### src/rtl/udlx_sram_pkg.sv
// Shared types and constants for the 32-bit core to 16-bit SRAM word bridge.
package udlx_sram_pkg;

    typedef enum logic [2:0] {
        ST_IDLE,
        ST_ISSUE_LO,
        ST_ISSUE_HI,
        ST_CAPTURE_HI,
        ST_RESP
    } sram_bridge_state_t;

    localparam logic HALF_LO     = 1'b0;
    localparam logic HALF_HI     = 1'b1;
    localparam int   WORD_HALVES = 2;

    // Byte-enable pair {ub, lb} belonging to one 16-bit half of the word.
    function automatic logic [1:0] half_be(input logic [3:0] be, input logic half);
        return half ? be[3:2] : be[1:0];
    endfunction

endpackage

### src/rtl/sram_word_bridge.sv
// Splits each 32-bit core access into two 16-bit synchronous SRAM accesses
// (low half at the even address first) and returns a one-cycle ack.
module sram_word_bridge
    import udlx_sram_pkg::*;
#(
    parameter int DATA_WIDTH      = 32,
    parameter int SRAM_DATA_WIDTH = 16,
    parameter int ADDR_WIDTH      = 9,
    parameter int SRAM_ADDR_WIDTH = 10
) (
    input  logic                       clk,
    input  logic                       rst,
    input  logic                       req,
    input  logic                       we,
    input  logic [ADDR_WIDTH-1:0]      addr,
    input  logic [3:0]                 be,
    input  logic [DATA_WIDTH-1:0]      wr_data,
    output logic [DATA_WIDTH-1:0]      rd_data,
    output logic                       ack,
    output logic                       busy,
    output logic                       sram_ce_n,
    output logic                       sram_we_n,
    output logic                       sram_oe_n,
    output logic                       sram_ub_n,
    output logic                       sram_lb_n,
    output logic [SRAM_ADDR_WIDTH-1:0] sram_addr,
    output logic [SRAM_DATA_WIDTH-1:0] sram_wr_data,
    input  logic [SRAM_DATA_WIDTH-1:0] sram_rd_data
);

    sram_bridge_state_t state, state_nxt;

    logic [ADDR_WIDTH-1:0]      addr_q;
    logic                       we_q;
    logic [3:0]                 be_q;
    logic [DATA_WIDTH-1:0]      wr_q;
    logic [SRAM_DATA_WIDTH-1:0] lo_q;

    always_ff @(posedge clk or posedge rst) begin
        if (rst) state <= ST_IDLE;
        else     state <= state_nxt;
    end

    // Request latch and read assembly; rd_data only moves on entry to RESP of a read.
    always_ff @(posedge clk or posedge rst) begin
        if (rst) begin
            addr_q  <= '0;
            we_q    <= 1'b0;
            be_q    <= '0;
            wr_q    <= '0;
            lo_q    <= '0;
            rd_data <= '0;
        end else begin
            if (state == ST_IDLE && req) begin
                addr_q <= addr;
                we_q   <= we;
                be_q   <= be;
                wr_q   <= wr_data;
            end
            if (state == ST_ISSUE_HI && !we_q) lo_q <= sram_rd_data;
            if (state == ST_CAPTURE_HI)        rd_data <= {sram_rd_data, lo_q};
        end
    end

    always_comb begin
        state_nxt = state;
        case (state)
            ST_IDLE:       if (req) state_nxt = ST_ISSUE_LO;
            ST_ISSUE_LO:   state_nxt = ST_ISSUE_HI;
            ST_ISSUE_HI:   state_nxt = we_q ? ST_RESP : ST_CAPTURE_HI;
            ST_CAPTURE_HI: state_nxt = ST_RESP;
            ST_RESP:       state_nxt = ST_IDLE;
            default:       state_nxt = ST_IDLE;
        endcase
    end

    assign ack  = (state == ST_RESP);
    assign busy = (state != ST_IDLE);

    // Pin decode depends only on registered state and latched request fields.
    logic       issue;
    logic       half;
    logic [1:0] hbe;

    always_comb begin
        issue        = (state == ST_ISSUE_LO) || (state == ST_ISSUE_HI);
        half         = (state == ST_ISSUE_HI) ? HALF_HI : HALF_LO;
        hbe          = half_be(be_q, half);
        sram_ce_n    = 1'b1;
        sram_we_n    = 1'b1;
        sram_oe_n    = 1'b1;
        sram_ub_n    = 1'b1;
        sram_lb_n    = 1'b1;
        sram_addr    = '0;
        sram_wr_data = '0;
        if (issue) begin
            sram_addr    = {addr_q, half};
            sram_wr_data = half ? wr_q[DATA_WIDTH-1:SRAM_DATA_WIDTH] : wr_q[SRAM_DATA_WIDTH-1:0];
            if (we_q) begin
                // A half with no enabled bytes is left deselected but still costs its cycle.
                sram_ce_n = ~|hbe;
                sram_we_n = 1'b0;
                sram_lb_n = ~hbe[0];
                sram_ub_n = ~hbe[1];
            end else begin
                sram_ce_n = 1'b0;
                sram_oe_n = 1'b0;
                sram_lb_n = 1'b0;
                sram_ub_n = 1'b0;
            end
        end
    end

endmodule

### config.mk
export PLATFORM = sky130hd
export DESIGN_NAME = sram_word_bridge
export DESIGN_NICKNAME = d
export VERILOG_FILES = /design/src/rtl/udlx_sram_pkg.sv /design/src/rtl/sram_word_bridge.sv
export SDC_FILE = /design/constraint.sdc
export NUM_CORES = 1
export LEC_CHECK = 0
export ABC_AREA = 0
export BUFFER_PORTS_ARGS = -buffer_cell sky130_fd_sc_hd__buf_2
export CAP_MARGIN = 0
export CORE_AREA = 3 3 95 97
export DETAILED_ROUTE_END_ITERATION = 16
export DIE_AREA = 0 0 98 100
export MAX_ROUTING_LAYER = met4
export PLACE_DENSITY = 0.77
export SYNTH_ARGS = -nofsm -noshare
export SYNTH_HDL_FRONTEND = slang
export SYNTH_SLANG_ARGS = --single-unit
### constraint.sdc
create_clock -name clk -period 8.9 [get_ports clk]
set_input_delay 1.78 -clock clk [delete_from_list [all_inputs] [get_ports clk]]
set_output_delay 1.78 -clock clk [all_outputs]
set_load 0.03 [all_outputs]
==> metrics.md <==
| Metric | Value |
|---|---|
| Average instance area after synthesis | 13.64 um^2 |
| Destination of the critical timing path | sram_wr_data[8] |
| Total clock buffers created by CTS | 9 |
| Worst r2r src | state[2] |
| Iteration count of the initial detailed-routing pass | 4 |
| Fin Clk Skew | 0.01231 ns |
| Worst path slowest cell | or3b_1 |
| Worst-case clock buffer depth | 2 |
| Half-perimeter wire length after placement | 5.768 mm |
| Number of clock sinks seen by CTS | 97 |
| Total of max-cap violations | 0 |
| Number of antenna violations at the first check in global routing | 0 |
| Critical path class | reg -> out |
| Endpoint of the most critical register-to-register path | lo_q[4] |
| Overall die height | 100 um |
| Vias in the first global route | 2842 |
| Final weighted congestion of routability-driven global placement | 0.7952 |
| Iteration-0 DRC count of the detailed router | 42 |
| Post-synthesis cell area | 4050 um^2 |
| Die Area | 9800 um^2 |
| H-tree lvl count | 3 |
| Critical Path Stages | 5 |
| Sequential-to-total area share from yosys stat | 0.5993 |
| Cell type group with the largest total delay on the critical path | simple AND/OR/NAND/NOR gates |
| Ports placed on the boundary | 130 |
| Tcrit/Tclk final | 0.4784 |
| Number of synthesized register bits | 97 |
| Commonest cells after routing, fill and taps aside | 129 x buf_2, 97 x dfrtp_1, 83 x mux2_2 |
| Global route overflow | 0 |
| Layout Utilization | 0.6015 |
| # rows | 33 |
| Final critical path time including I/O delays and setup | 4.258 ns |
| Pin count of the biggest net entering global routing | 53 |
| Detail-routed via count per cell | 5.077 |
| Mapped Nets | 362 |
| Complex-gate fraction of the synthesized area | 0.03584 |
| Fraction of layout cells with a size suffix above 1 | 0.5467 |
| Area of the core | 8217 um^2 |
| Footprint of the multi-input gates | 1524 um^2 |
| Accumulated negative setup slack | 0 ns |
| Count of different cell masters after synthesis | 30 |
| Clock root cell | clkbuf_8 |
| Area after DPL | 4772 um^2 |
| Most common library cell in the layout ignoring fill and taps | buf_2 |
| Antenna diode count | 0 |
| Result of the run | completed |
| Final Hold Fails | 0 |
| Crit Path Max Fanout | 17 |
| Data required, critical path | 7.12 ns |
| Power density relative to cell area | 419.8 nW/um^2 |
| Total of endpoints with negative setup slack in the final report | 0 |
| Number of pins exceeding their max-slew limit in the final report | 0 |
| Max transition margin | 0.5066 |
| Drt total wl | 7.937 mm |
| Area delta synth->final | 22.03% |
| Slew at the pin closest to its max-slew limit | 0.7401 ns |
| Delay contributed by the slowest stage of the critical path | 0.74 ns |
| Final instance area | 4942 um^2 |
| Starting utilization of the core area | 0.4929 |
| Fraction of the mapped netlist area in simple logic gates | 0.07723 |
| Type of element capturing the critical path | output pin |
| Number of inserted filler cells in the final layout | 687 |
| Drc violations | 0 |
| Post-synthesis share of cell area spent on full adders, half adders and majority gates | 0 |
| Wire length of the first global-routing pass | 13.52 mm |
| Worst Reg2Reg Path Length in Cells | 3 |
| Unrepaired setup endpoints after global routing | false |
| Worst setup SP type | flop |
| Latest clock arrival within the worst-skew pair | 0.35 ns |
| CP arrival | 2.48 ns |
| WP buf/inv | 2 |
| Main combinational cell family by area after synthesis | multiplexers |
| Via count | 2706 |
| Net count reported at finish | 489 |
| TritonCTS clock tree | built |
| All-Layer GR Usage | 0.1781 |
| Mapped Cells | 297 |
| Number of buffers inserted for hold repair after clock tree synthesis | 0 |
| Setup crit start | state[2] |
| Routed length per placed instance | 14.89 um |
| Synth warnings | 0 |
| R2r setup slk | 6.73 ns |
| Mux contribution to synthesized area | 0.2610 |
| Die X | 98 um |
| Leakage Power | 2.381 nW |
| Post-synthesis xor/xnor area fraction | 0 |
| Number of port buffers | 129 |
| Number of gates resized after CTS | 0 |
| Maximum vdd drop | 0.0002631 V |
| Post-detailed-route count of antenna-violating nets | 0 |
| Achievable clock frequency | 234.9 MHz |
| Path class of the lowest-slack min-delay path | reg -> reg |
| Post-CTS setup buffers | 0 |
| Cell breakdown of the critical path | or3b_1 > inv_2 > nand2_1 > a21oi_1 > buf_2 |
| Clock-pin slew of the registers on the worst-case setup and hold paths | 0.08 ns |
| Footprint of the flip-flops and latches | 2427 um^2 |
worst min path at each step:
stage	start	to	slack (ns)	cells past startpoint
2_1_floorplan	lo_q[0]	lo_q[0]	0.45	1
3_3_place_gp	lo_q[4]	lo_q[4]	0.46	1
3_5_place_dp	lo_q[0]	lo_q[0]	0.48	1
4_1_cts	lo_q[0]	lo_q[0]	0.50	1
5_1_grt	rd_data[20]	rd_data[20]	0.52	1
6_report	lo_q[11]	lo_q[11]	0.49	1
worst register-to-register path: stages (launching register included):
cell and delay [ns]:
dfrtp_1 0.54, or3b_1 0.74, nor2_8 0.40, mux2_1 0.38
state kept, by name, indices dropped and copies added, names as in the netlist:
register / flops
rd_data: 32
wr_q: 32
lo_q: 16
addr_q: 9
be_q: 4
state: 3
we_q: 1
per-layer routing:
layer  up-vias  routed length [um]  global-route usage
met1      1319                3559              0.2261
met5         -                   0                   -
li1       1274                   -                   -
met4         0                 174             0.06922
met2        97                3594              0.2733
met3        16                 608             0.05073
stage by stage:
step                setup slack [ns]  cells  hold slack (ns)  total power [mW]
floorplan                      4.586    297           0.4541             1.576
global placement               5.079    518           0.4641             1.816
finish                         4.642    533           0.4884             2.075
detailed placement             5.026    518           0.4755             1.848
CTS                            4.634    533           0.4950             2.103
global route                   4.487    533           0.5154             2.219
report_power, final:
group | leakage (nW) | total [mW] | internal [mW] | switching (mW)
clock | 0.0818 | 0.252 | 0.108 | 0.143
combinational | 1.15 | 1.03 | 0.410 | 0.618
sequential | 1.15 | 0.795 | 0.666 | 0.128
cells in the mapped netlist:
library cell  number  area [um^2]
buf_4              4        30.03
a22oi_1            1        7.510
o21ai_0            3        15.01
a21oi_1           17        85.08
clkbuf_1           3        11.26
nand2_1           33        123.9
buf_6              1        11.26
inv_1              2        7.510
o21bai_1           1        7.510
o22ai_1            1        6.260
nor2_1             3        11.26
nor3b_1            2        15.01
a21o_1             2        15.01
mux2_1            10        112.6
a22o_1             1        8.760
buf_2              8        40.04
nor4b_2            1        15.01
nor2b_1            4        25.02
nor3_1             1        5.000
buf_1              1        3.750
nand2b_1           3        18.77
dfrtp_1           97         2427
or3_1              1        6.260
nor2_8             1        20.02
mux2_2            83        934.7
or3b_1             1        8.760
inv_2              1        3.750
nand3b_1           1        7.510
mux2i_1            1        10.01
and2_1             9        56.30
logic make-up (layout without fill, tap and decap cells):
| group | Yosys count | after routing |
|---|---|---|
| buffers and inverters | 20 | 151 |
| muxes | 94 | 94 |
| AOI/OAI and AO/OA | 26 | 26 |
| DFF | 97 | 97 |
| and+or+nand+nor | 60 | 60 |
final cells by class:
class	instances	area share
Sequential cell	97	0.4911
Multi-Input combinational cell	180	0.3084
Timing Repair Buffer	133	0.1367
Clock buffer	11	0.02861
Tap cell	105	0.02658
Clock inverter	4	0.005823
Inverter	3	0.002785
Note: power is estimated with default switching activity, not from simulation.
